**config.mk**
```make
export PLATFORM = sky130hd
export DESIGN_NAME = estimador_mvmult_sched
export DESIGN_NICKNAME = d
export VERILOG_FILES = /design/src/rtl/estimador_mvmult_pkg.sv /design/src/rtl/estimador_rr_arb2.sv /design/src/rtl/estimador_mvmult_sched.sv
export SDC_FILE = /design/constraint.sdc
export NUM_CORES = 1
export LEC_CHECK = 0
export BUFFER_PORTS_ARGS = -buffer_cell sky130_fd_sc_hd__buf_4
export CAP_MARGIN = 20
export CORE_MARGIN = 3
export CORE_UTILIZATION = 45
export CTS_CLUSTER_SIZE = 8
export DETAILED_ROUTE_END_ITERATION = 10
export GPL_ROUTABILITY_DRIVEN = 0
export PLACE_DENSITY = 0.64
export SETUP_SLACK_MARGIN = 0.05
export SKIP_CTS_REPAIR_TIMING = 1
export SLEW_MARGIN = 20
export SYNTH_ARGS = -nofsm -noshare
export SYNTH_HDL_FRONTEND = slang
export SYNTH_SLANG_ARGS = --single-unit
```
**constraint.sdc**
```tcl
create_clock -name ap_clk -period 3.83 [get_ports ap_clk]
set_clock_uncertainty 0.2 [all_clocks]
set_input_delay 0.383 -clock ap_clk [delete_from_list [all_inputs] [get_ports ap_clk]]
set_output_delay 0.383 -clock ap_clk [all_outputs]
set_load 0.03 [all_outputs]
```
**src/rtl/estimador_mvmult_pkg.sv**
```systemverilog
// Shared types and defaults for the estimator matrix-vector MAC sequencer.
package estimador_mvmult_pkg;

    localparam int DEF_ROWS = 3;
    localparam int DEF_COLS = 3;
    localparam int DEF_LAT  = 2;

    // Requester ids; also the bit position in req/done.
    localparam logic REQ_PRED = 1'b0;
    localparam logic REQ_CORR = 1'b1;

    typedef enum logic [2:0] {
        S_IDLE,
        S_ISSUE,
        S_DRAIN,
        S_WRITE,
        S_FIN
    } state_t;

endpackage

```
**src/rtl/estimador_rr_arb2.sv**
```systemverilog
// Two-input round-robin arbiter. The requester granted last loses a tie.
// The pointer only moves when upd_en is high, so a grant offered while
// the sequencer is busy has no side effect.
module estimador_rr_arb2
    import estimador_mvmult_pkg::*;
(
    input  logic       ap_clk,
    input  logic       ap_rst_n,
    input  logic [1:0] req,
    input  logic       upd_en,
    output logic       gnt_id,
    output logic       gnt_vld
);

    logic last_q;

    // Grant selection: tie goes to the requester not served last.
    always_comb begin
        gnt_vld = |req;
        if (req == 2'b11)
            gnt_id = ~last_q;
        else if (req[REQ_CORR])
            gnt_id = REQ_CORR;
        else
            gnt_id = REQ_PRED;
    end

    // Last-grant pointer; reset value makes the predictor win the first tie.
    always_ff @(posedge ap_clk) begin
        if (!ap_rst_n)
            last_q <= REQ_CORR;
        else if (upd_en && gnt_vld)
            last_q <= gnt_id;
    end

endmodule

```
**src/rtl/estimador_mvmult_sched.sv**
```systemverilog
// Sequencer for the shared MAC datapath: arbitrates between predictor and
// corrector, walks ROWS x COLS one element per cycle, waits out the
// datapath latency and strobes one result write per row. Every output is
// a register loaded from the current state, so outputs trail the state
// register by one cycle.
module estimador_mvmult_sched
    import estimador_mvmult_pkg::*;
#(
    parameter int ROWS  = DEF_ROWS,
    parameter int COLS  = DEF_COLS,
    parameter int LAT   = DEF_LAT,
    parameter int IDX_W = 2
) (
    input  logic             ap_clk,
    input  logic             ap_rst_n,
    input  logic [1:0]       req,
    output logic             grant_id,
    output logic             busy,
    output logic             mac_en,
    output logic             mac_clr,
    output logic [IDX_W-1:0] row_idx,
    output logic [IDX_W-1:0] col_idx,
    output logic             res_we,
    output logic [IDX_W-1:0] res_row,
    output logic [1:0]       done
);

    localparam int DRN_W = (LAT > 1) ? $clog2(LAT) : 1;
    localparam logic [IDX_W-1:0] ROW_LAST = IDX_W'(ROWS - 1);
    localparam logic [IDX_W-1:0] COL_LAST = IDX_W'(COLS - 1);
    localparam logic [DRN_W-1:0] DRN_LAST = DRN_W'((LAT > 0) ? LAT - 1 : 0);

    state_t           state_q, state_d;
    logic [IDX_W-1:0] row_q, col_q;
    logic [DRN_W-1:0] drn_q;
    logic             gnt_q;

    logic             arb_id, arb_vld, arb_upd;

    logic             busy_d, mac_en_d, mac_clr_d, res_we_d;
    logic [1:0]       done_d;

    // Arbitration result is only consumed in IDLE.
    assign arb_upd = (state_q == S_IDLE);

    estimador_rr_arb2 u_arb (
        .ap_clk   (ap_clk),
        .ap_rst_n (ap_rst_n),
        .req      (req),
        .upd_en   (arb_upd),
        .gnt_id   (arb_id),
        .gnt_vld  (arb_vld)
    );

    // State register.
    always_ff @(posedge ap_clk) begin
        if (!ap_rst_n)
            state_q <= S_IDLE;
        else
            state_q <= state_d;
    end

    // Next-state logic. LAT=0 skips DRAIN entirely.
    always_comb begin
        state_d = state_q;
        unique case (state_q)
            S_IDLE:  if (arb_vld) state_d = S_ISSUE;
            S_ISSUE: if (col_q == COL_LAST) state_d = (LAT == 0) ? S_WRITE : S_DRAIN;
            S_DRAIN: if (drn_q == DRN_LAST) state_d = S_WRITE;
            S_WRITE: state_d = (row_q == ROW_LAST) ? S_FIN : S_ISSUE;
            S_FIN:   state_d = S_IDLE;
            default: state_d = S_IDLE;
        endcase
    end

    // Row/column/drain counters and the latched owner. Counters saturate at
    // their last value instead of wrapping, so indices stay inside the matrix.
    always_ff @(posedge ap_clk) begin
        if (!ap_rst_n) begin
            row_q <= '0;
            col_q <= '0;
            drn_q <= '0;
            gnt_q <= REQ_PRED;
        end else begin
            unique case (state_q)
                S_IDLE: begin
                    if (arb_vld) begin
                        gnt_q <= arb_id;
                        row_q <= '0;
                        col_q <= '0;
                    end
                end
                S_ISSUE: begin
                    if (col_q == COL_LAST)
                        drn_q <= '0;
                    else
                        col_q <= col_q + 1'b1;
                end
                S_DRAIN: begin
                    if (drn_q != DRN_LAST)
                        drn_q <= drn_q + 1'b1;
                end
                S_WRITE: begin
                    if (row_q != ROW_LAST) begin
                        row_q <= row_q + 1'b1;
                        col_q <= '0;
                    end
                end
                default: ;
            endcase
        end
    end

    // Output decode from the current state, registered below.
    always_comb begin
        busy_d    = (state_q != S_IDLE);
        mac_en_d  = (state_q == S_ISSUE);
        mac_clr_d = (state_q == S_ISSUE) && (col_q == '0);
        res_we_d  = (state_q == S_WRITE);
        done_d    = '0;
        if (state_q == S_FIN)
            done_d[gnt_q] = 1'b1;
    end

    // Output registers.
    always_ff @(posedge ap_clk) begin
        if (!ap_rst_n) begin
            busy     <= 1'b0;
            mac_en   <= 1'b0;
            mac_clr  <= 1'b0;
            res_we   <= 1'b0;
            done     <= '0;
            grant_id <= REQ_PRED;
            row_idx  <= '0;
            col_idx  <= '0;
            res_row  <= '0;
        end else begin
            busy     <= busy_d;
            mac_en   <= mac_en_d;
            mac_clr  <= mac_clr_d;
            res_we   <= res_we_d;
            done     <= done_d;
            grant_id <= gnt_q;
            row_idx  <= row_q;
            col_idx  <= col_q;
            res_row  <= row_q;
        end
    end

endmodule

```
==> summary.md, run 1 <==
| Metric | Value |
|---|---|
| Clk buf depth | 2 |
| CTS tree | done |
| FF+latch area | 420 um2 |
| Max-cap violations | 0 |
| Row cnt | 15 |
| Peak supply drop | 0.201 mV |
| Root buffer cell | clkbuf_4 |
| # IOs | 17 |
| Area growth syn-to-layout | 16.4% |
| FF-to-FF path depth | 5 |
| RSZ-0062 raised after global routing | no |
| Num CTS Buffers | 3 |
| Worst Path Required | 3.88 ns |
| Most frequent cells in the layout | dfxtp_1 (21), buf_4 (16), inv_1 (7), nand2_1 (7), a21oi_1 (7) |
| Grt total ovfl | 0 |
| Worst setup SP type | register |
| Initial Util | 48.6% |
| Hold Fails Final Rpt | 0 |
| Cell area after synthesis | 857 um2 |
| Register area share after synthesis | 49.1% |
| Yosys warns | 0 |
| Placed Cells | 125 |
| PwrDens | 386 nW/um2 |
| Fin cells | 129 |
| Setup TNS | 0 ns |
| Vias per cell | 5.09 |
| HPWL after DPL | 1050 um |
| Crit Path Class | reg -> reg |
| Max-slew violation count | 0 |
| Yosys cell types | 32 |
| Die area | 2460 um2 |
| Multi-input gate area | 372 um2 |
| Tmin final | 1.81 ns |
| HP Class | in -> reg |
| Largest net degree at the start of global routing | 16 |
| Nets@finish | 112 |
| CTS clk-pin slew, worst paths | 0.11 ns |
| Core area | 1760 um2 |
| Status | complete, no violations |
| Setup crit start | col_q[0] |
| Vias in the first global route | 605 |
| Static Leak | 0.427 nW |
| Worst Path Max Fanout | 6 |
| 1st-pass router iterations | 4 |
| Clk_lat worst skew | 0.30 ns |
| Initial antenna violation count | 0 |
| Synth Instances | 90 |
| GRT Util Overall | 13.4% |
| Worst EP arrival | 1.86 ns |
| Max Freq | 553 MHz |
| DRC viols | 0 |
| Die width | 49.6 um |
| #FFs+latches synth | 21 |
| Reg-to-reg endpoint | col_q[0] |
| Final wirelength | 1470 um |
| Average wire per standard cell | 11.4 um |
| First-pass GRT wire length | 2530 um |
| Filler instances | 175 |
| I/O Buffers | 16 |
| Die Y | 49.6 um |
| Commonest non-fill, non-tap cell in the layout | dfxtp_1 |
| H-tree levels | 1 |
| Num Clock Sinks | 21 |
| Post-DRT Antenna Nets | 0 |
| Antenna diodes | 0 |
| Initial DRC count | 10 |
| Final setup viols | 0 |
| Fraction of layout cells with a size suffix above 1 | 22.1% |
| CP Capture Type | register |
| Via Count | 656 |
| Syn nets | 97 |
| Worst setup endpoint | col_q[0] |
| Avg Inst Size Synth | 9.52 um2 |
| RR Startpoint | col_q[0] |
| Rel. slew slack | 69.7% |
| Tcrit/Tclk final | 47.2% |
| Pin slew with the least headroom to its limit | 0.453 ns |
| R2R Setup Slk | 2.02 ns |
cells by family (layout without fill, tap and decap cells):
| family | Yosys count | count (layout) | synth area share, % |
|---|---|---|---|
| flops | 21 | 21 | 49.1 |
| simple gates | 35 | 35 | 24.5 |
| fa+ha+maj | 3 | 3 | 4.38 |
| compound gates | 18 | 18 | 14.5 |
| buf+inv | 13 | 27 | 7.59 |
flip-flops by register name (all words and copies together) (netlist names):
name	flops
mac_en	1
row_q	2
col_idx	2
gnt_q	1
res_row	2
col_q	2
done	2
res_we	1
drn_q	1
state_q	3
busy	1
u_arb.last_q	1
grant_id	1
mac_clr	1
Yosys cell counts:
cell type | count | share of area [%]
nand2b_1 | 5 | 3.6
nor3_1 | 1 | 0.58
ha_1 | 3 | 4.4
nand4bb_1 | 1 | 1.3
buf_2 | 1 | 0.58
nand3b_1 | 2 | 1.8
o21ai_0 | 3 | 1.8
a221oi_1 | 1 | 1.0
a32o_1 | 1 | 1.2
nand2_1 | 7 | 3.1
and3_1 | 2 | 1.5
inv_1 | 7 | 3.1
nor4b_1 | 1 | 1.0
o22ai_1 | 1 | 0.73
nor3b_1 | 1 | 0.88
buf_4 | 2 | 1.8
a21oi_1 | 7 | 4.1
and2_1 | 5 | 3.6
or4b_1 | 1 | 1.2
a21bo_2 | 1 | 1.2
nand3_1 | 2 | 1.2
nor4bb_1 | 1 | 1.2
buf_6 | 1 | 1.3
nor3_2 | 1 | 1.2
clkbuf_1 | 2 | 0.88
o32ai_1 | 1 | 1.0
a221o_1 | 1 | 1.2
o221a_2 | 1 | 1.3
nor2_1 | 4 | 1.8
dfxtp_1 | 21 | 49
o41ai_1 | 1 | 1.0
nor2b_1 | 1 | 0.73
critical path, stage by stage, from the launching register on:
cell and delay [ns]:
dfxtp_1 0.37, inv_1 0.10, ha_1 0.27, or4b_1 0.47, a21oi_1 0.15, o221a_2 0.20
per-layer routing:
metal / vias up / track usage, % / part of all wire, %
li1: 340 / - / -
met3: 4 / 2.72 / 3.9
met4: 0 / 9.68 / 2.3
met2: 16 / 19.8 / 46
met1: 296 / 17.2 / 48
met5: - / 0 / 0
power by group:
group	leakage, nW	total (mW)	internal [mW]	switching [mW]
clock	0.0177	0.104	0.0389	0.0646
sequential	0.171	0.235	0.227	0.00768
combinational	0.239	0.0472	0.0209	0.0264
layout make-up:
cell class              instances  area share, %
repair buffers                 16           12.0
well taps                      25           3.14
multi-input cells              56           37.3
inverters                       7           2.63
clock buffers                   3           2.26
clock inverters                 1          0.502
flip-flops and latches         21           42.2
per-stage QoR:
stage | utilization (%) | hold WS (ns) | setup slack, ns | total power [mW] | instance area [um2]
after floorplan | - | 0.218 | 2.17 | 0.272 | 857
after global placement | 55.0 | 0.242 | 2.11 | 0.286 | 970
after detailed placement | 55.0 | 0.252 | 2.06 | 0.287 | 970
after CTS | 56.5 | 0.134 | 2.03 | 0.391 | 997
after global routing | 56.5 | 0.136 | 1.88 | 0.408 | 997
final | 56.5 | 0.142 | 2.02 | 0.385 | 997
worst min path at each step:
stage	from	to	slack (ns)	cells past startpoint
floorplan	gnt_q	done[0]	0.22	1
global placement	row_q[0]	res_row[0]	0.24	2
detailed placement	row_q[0]	res_row[0]	0.25	2
CTS	ap_rst_n	u_arb.last_q	0.13	2
global route	ap_rst_n	u_arb.last_q	0.14	2
finish	ap_rst_n	u_arb.last_q	0.14	2
No activity file was read; power rests on OpenSTA's default activity.
==> inputs of run 2 (changes only) <==
==> constraint.sdc (replaced) <==
create_clock -name ap_clk -period 1.7 [get_ports ap_clk]
set_clock_uncertainty 0.2 [all_clocks]
set_input_delay 0.17 -clock ap_clk [delete_from_list [all_inputs] [get_ports ap_clk]]
set_output_delay 0.17 -clock ap_clk [all_outputs]
set_load 0.03 [all_outputs]
==> run 2 against run 1 <==
  * Via count up 9.5%
  * Die area unchanged
  * Sequential cell count unchanged
  * Sequential share of layout area is 4.1 points lower
  * Clock-buffer cell count rose by 1
  * Combinational power grew to 2.9 times the previous value
  * Register-to-register slack lost 1.9 ns
  * Maximum frequency rose by 11%
  * Highest routed layer unchanged
==> summary.md, run 2 (synthesis gave the netlist of run 1 again) <==
| Metric | Value |
|---|---|
| Status | complete, no violations |
| Slowest CP cell | or4b_4 |
| Crit Path Class | reg -> reg |
| Via Count | 718 |
| Final wirelength | 1670 um |
| Most frequent cells in the layout | buf_4 (22), dfxtp_1 (19), nand2_1 (7) |
| Top reg by flops | state_q |
| Post-DRT Antenna Nets | 0 |
| DRC viols | 0 |
| Max-cap violations | 0 |
| Slowest stage delay, CP | 0.48 ns |
| Final setup viols | 0 |
| Setup TNS | 0 ns |
| Rel. slew slack | 68.9% |
| Worst setup SP type | register |
| HP Class | reg -> reg |
| CTS clk-pin slew, worst paths | 0.12 ns |
| Reg-to-reg endpoint | col_q[0] |
| Die Y | 49.6 um |
| Vias per cell | 5.20 |
| Row cnt | 15 |
| Initial Util | 48.6% |
| Initial antenna violation count | 0 |
| Setup crit start | col_q[0] |
| Setup WS post-layout | 0.0761 ns |
| Static Leak | 0.471 nW |
| Largest net degree at the start of global routing | 14 |
| Tmin final | 1.62 ns |
| R2R Setup Slk | 0.08 ns |
| Kind of cell adding the most delay to the critical path | simple AND/OR/NAND/NOR gates |
| Die area | 2460 um2 |
| CP Capture Type | register |
| PwrDens | 810 nW/um2 |
| Power Total | 0.899 mW |
| FF-to-FF path depth | 5 |
| Vias in the first global route | 654 |
| Average wire per standard cell | 12.1 um |
| Grt total ovfl | 0 |
| Clk buf depth | 2 |
| First-pass GRT wire length | 2800 um |
| Peak supply drop | 0.437 mV |
| Num Clock Sinks | 21 |
| Number of flip-flops in the largest register | 3 |
| Worst setup endpoint | col_q[0] |
| H-tree levels | 1 |
| Max Freq | 616 MHz |
| Stages on the worst setup path | 5 |
| I/O Buffers | 16 |
| Worst Path Max Fanout | 3 |
| Clk_lat worst skew | 0.29 ns |
| Hold Fails Final Rpt | 0 |
| Num CTS Buffers | 3 |
| Pin slew with the least headroom to its limit | 0.466 ns |
| GRT Util Overall | 14.9% |
| HPWL after DPL | 1180 um |
| Core area | 1760 um2 |
| RSZ-0062 raised after global routing | yes |
| Nets@finish | 121 |
| CTS tree | done |
| Fraction of layout cells with a size suffix above 1 | 31.0% |
| Critical path buffers and inverters | 1 |
| # IOs | 17 |
| Worst Path Required | 1.75 ns |
| 1st-pass router iterations | 4 |
| Root buffer cell | clkbuf_4 |
| Die width | 49.6 um |
| Tcrit/Tclk final | 95.5% |
| Initial DRC count | 19 |
| Max-slew violation count | 0 |
| Area growth syn-to-layout | 29.5% |
| RR Startpoint | col_q[0] |
| Antenna diodes | 0 |
| CP cell instances | inv_2 -> ha_4 -> or4b_4 -> a21oi_2 -> o221a_2 |
| Filler instances | 168 |
| Commonest non-fill, non-tap cell in the layout | buf_4 |
| Pre-CTS WS | 0.0989 ns |
| Worst EP arrival | 1.67 ns |
-- run 2: cell types whose count changed in the layout (fill, tap and decap cells not counted), moves of 2 or more --
cell,before,now
buf_4,16,22
dfxtp_1,21,19
dlygate4sd3_1,0,3
dfxtp_2,0,2
-- run 2: layer usage --
layer	wire length, um	vias up	GRT usage (%)	part of all wire, %
met3	82	2	3.93	4.9
met2	844	16	24.7	51
met1	736	342	17.9	44
li1	-	358	-	-
met4	7	0	6.91	0.42
met5	0	-	0	0
-- run 2: how the worst min path moves through the flow --
| stage | start | slack (ns) | endpoint | cells after the start |
|---|---|---|---|---|
| floorplan | req[1] | 0.12 | gnt_q | 2 |
| global placement | ap_rst_n | 0.24 | u_arb.last_q | 2 |
| detailed placement | ap_rst_n | 0.24 | u_arb.last_q | 2 |
| CTS | ap_rst_n | -0.08 | u_arb.last_q | 2 |
| global route | row_q[0] | 0.30 | res_row[0] | 2 |
| finish | row_q[0] | 0.27 | res_row[0] | 2 |
-- run 2: worst reg2reg max path, cell delays in order, from the launching register on --
cell	delay (ns)
dfxtp_2	0.36
inv_2	0.05
ha_4	0.15
or4b_4	0.48
a21oi_2	0.16
o221a_2	0.18
-- run 2: per-stage QoR --
step	hold WS, ns	cells	utilization, %	instance area (um2)
final	0.268	138	62.9	1110
after global routing	0.299	138	62.9	1110
after CTS	-0.0798	135	59.1	1040
after detailed placement	0.236	131	57.7	1020
after global placement	0.238	131	57.7	1020
after floorplan	0.122	90	-	860
-- run 2: power breakdown --
part           internal (mW)  switching, mW  total (mW)
sequential             0.512         0.0163       0.529
clock                 0.0912          0.142       0.233
combinational         0.0661         0.0705       0.137
total                  0.670          0.229       0.899
-- run 2: layout make-up --
cell class	count	area (um2)	area share [%]
Timing Repair Buffer	25	195	17.6
Clock buffer	4	26.3	2.37
Sequential cell	21	423	38.1
Tap cell	25	31.3	2.82
Inverter	7	26.3	2.37
Multi-Input combinational cell	56	408	36.8
==> inputs of run 3 (changes only) <==
--- a/config.mk
+++ b/config.mk
@@ -5,6 +5,7 @@
 export SDC_FILE = /design/constraint.sdc
 export NUM_CORES = 1
 export LEC_CHECK = 0
+export ABC_AREA = 1
 export BUFFER_PORTS_ARGS = -buffer_cell sky130_fd_sc_hd__buf_4
 export CAP_MARGIN = 20
 export CORE_MARGIN = 3
@@ -12,7 +13,7 @@
 export CTS_CLUSTER_SIZE = 8
 export DETAILED_ROUTE_END_ITERATION = 10
 export GPL_ROUTABILITY_DRIVEN = 0
-export PLACE_DENSITY = 0.64
+export PLACE_DENSITY = 0.65
 export SETUP_SLACK_MARGIN = 0.05
 export SKIP_CTS_REPAIR_TIMING = 1
 export SLEW_MARGIN = 20
==> run 3 against run 2 <==
  * The flow now finishes with violations (hold timing)
  * Clock-buffer cell count shrank 1
  * Hold slack lost 0.28 ns
  * Via count shrank 4.7%
  * Non-clock buffer count shrank 7
  * Sequential share of layout area grew 4.0 points
  * Clock power grew 3%
  * Synthesized area shrank 3.9%
  * Worst setup slack gained 0.15 ns
==> summary.md, run 3 <==
| Metric | Value |
|---|---|
| Yosys cell types | 17 |
| Max-slew violation count | 0 |
| Tmin final | 1.48 ns |
| CP cell instances | inv_1 -> ha_1 -> nand4_1 -> nand2_1 -> o21ai_2 -> nand2_1 -> nor2_1 |
| H-tree levels | 1 |
| Antenna diodes | 0 |
| Filler instances | 158 |
| Fraction of layout cells with a size suffix above 1 | 22.6% |
| Cell with the most instances after synthesis | dfxtp_1 |
| Initial DRC count | 14 |
| #FFs+latches synth | 21 |
| Number of flip-flops in the largest register | 3 |
| Clk_lat worst skew | 0.30 ns |
| Most used DFF post-synth | dfxtp_1 |
| Slowest CP cell | dfxtp_1 |
| Final setup viols | 0 |
| Synth top area cells | dfxtp_1 (51%), nand2_1 (9.1%), nor2_1 (6.4%) |
| Tcrit/Tclk final | 87.0% |
| Critical path buffers and inverters | 1 |
| Worst EP arrival | 1.51 ns |
| Setup TNS | 0 ns |
| Slowest stage delay, CP | 0.39 ns |
| Synth Instances | 105 |
| Via Count | 684 |
| DRC viols | 0 |
| Die area | 2380 um2 |
| CTS tree | done |
| Vias per cell | 4.62 |
| Top post-synthesis cells by count | dfxtp_1 (21), nand2_1 (20), nor2_1 (14) |
| HP Class | in -> reg |
| Root buffer cell | clkbuf_4 |
| Cell area after synthesis | 823 um2 |
| Final Cell Area | 998 um2 |
| Nets@finish | 132 |
| Commonest non-fill, non-tap cell in the layout | dfxtp_1 |
| Vias in the first global route | 585 |
| I/O Buffers | 16 |
| Initial Util | 51.1% |
| Max Freq | 676 MHz |
| Worst Path Required | 1.74 ns |
| Num CTS Buffers | 3 |
| Placed Area | 951 um2 |
| Die width | 48.8 um |
| Kind of cell adding the most delay to the critical path | simple AND/OR/NAND/NOR gates |
| Max-cap violations | 0 |
| Synth async-reset ratio | 0% |
| RSZ-0062 raised after global routing | no |
| Failing checks | hold timing |
| Row cnt | 14 |
| Hold slack final | -0.00804 ns |
| Pin slew with the least headroom to its limit | 0.296 ns |
| Rel. slew slack | 80.2% |
| Number of synthesized flops with an enable pin | 0 |
| # IOs | 17 |
| Syn nets | 112 |
| GRT Util Overall | 13.7% |
| Most frequent cells in the layout | dfxtp_1 (21), nand2_1 (20), buf_4 (16) |
| Worst Path Max Fanout | 4 |
| CTS clk-pin slew, worst paths | 0.12 ns |
| Core area | 1610 um2 |
| Grt total ovfl | 0 |
| Status | finished with violations |
| Die Y | 48.8 um |
| CP Capture Type | register |
| HPWL after DPL | 1090 um |
| Average wire per standard cell | 10.3 um |
| Clk buf depth | 2 |
| Peak supply drop | 0.714 mV |
| 1st-pass router iterations | 4 |
| Final wirelength | 1520 um |
| Avg Inst Size Synth | 7.84 um2 |
| Yosys warns | 0 |
| Initial antenna violation count | 0 |
| Share of the synthesized area in the top cell type | 51.1% |
| Post-DRT Antenna Nets | 0 |
| PwrDens | 1220 nW/um2 |
| Register area share after synthesis | 51.1% |
| Largest net degree at the start of global routing | 13 |
| Hold Fails Final Rpt | 2 |
| Static Leak | 0.490 nW |
| Area growth syn-to-layout | 21.3% |
| Synth area leader | dfxtp_1 |
| Cell mode on critical path | nand2_1 |
| Num Clock Sinks | 21 |
| Worst setup SP type | register |
| Top reg by flops | state_q |
| Crit Path Class | reg -> reg |
| First-pass GRT wire length | 2530 um |
==> run 3: cell count changes in the layout (fill, tap and decap cells not counted), moves of 4 or more <==
cell	change
buf_4	-6
nor2_1	+10
nand4_1	+4
nand3_1	+7
and2_1	-5
nand2_1	+13
nand2b_1	-5
inv_1	+7
==> run 3: through the flow <==
stage	power (mW)	std cells	utilization, %	worst slack, ns
CTS	1.23	146	60.7	0.215
detailed placement	0.989	142	59.0	0.255
finish	1.22	148	62.0	0.221
global route	1.31	148	62.0	0.104
global placement	0.985	142	59.0	0.323
floorplan	0.890	105	-	0.372
==> run 3: layer usage <==
| metal | global-route usage (%) | part of all wire, % | wire, um | up-vias |
|---|---|---|---|---|
| met2 | 20.6 | 46 | 693 | 21 |
| met1 | 17.8 | 49 | 741 | 294 |
| met5 | 0 | 0 | 0 | - |
| li1 | - | - | - | 367 |
| met3 | 3.98 | 4.9 | 75 | 2 |
| met4 | 7.11 | 0.66 | 10 | 0 |
==> run 3: logic make-up (layout without fill, tap and decap cells) <==
logic type	Yosys count	count (layout)	share of synthesized area, %
AO/OA/AOI/OAI	8	8	5.77
adder cells (fa/ha/maj)	3	3	4.56
buffers and inverters	21	40	10.9
flip-flops	21	21	51.1
AND/OR/NAND/NOR	52	52	27.7
==> run 3: area by class of cell <==
cell class	count	area (um2)	area share (%)
clock buffers	3	22.5	2.26
repair buffers	18	140	14.0
inverters	18	67.6	6.77
well taps	24	30.0	3.01
multi-input cells	63	313	31.3
flip-flops and latches	21	420	42.1
clock inverters	1	5.00	0.501
==> run 3: worst paths after layout <==
path	startpoint	slack (ns)	to	depth (start not counted)
min reg2reg	gnt_q	0.24	done[0]	1
max	col_q[0]	0.22	col_q[1]	7
min	req[0]	-0.008	u_arb.last_q	4
max reg2reg	col_q[0]	0.22	col_q[1]	7
==> run 3: worst min-delay path, delay by kind of cell <==
family | cells | cell delay (ns)
AOI/OAI and AO/OA | 1 | 0.07
buffers and inverters | 1 | 0.10
and+or+nand+nor | 2 | 0.10
==> run 3: report_power, final <==
part / internal [mW] / leakage [nW] / switching [mW]
clock: 0.0876 / 0.0177 / 0.151
sequential: 0.559 / 0.171 / 0.0518
combinational: 0.141 / 0.301 / 0.232
total: 0.788 / 0.490 / 0.434
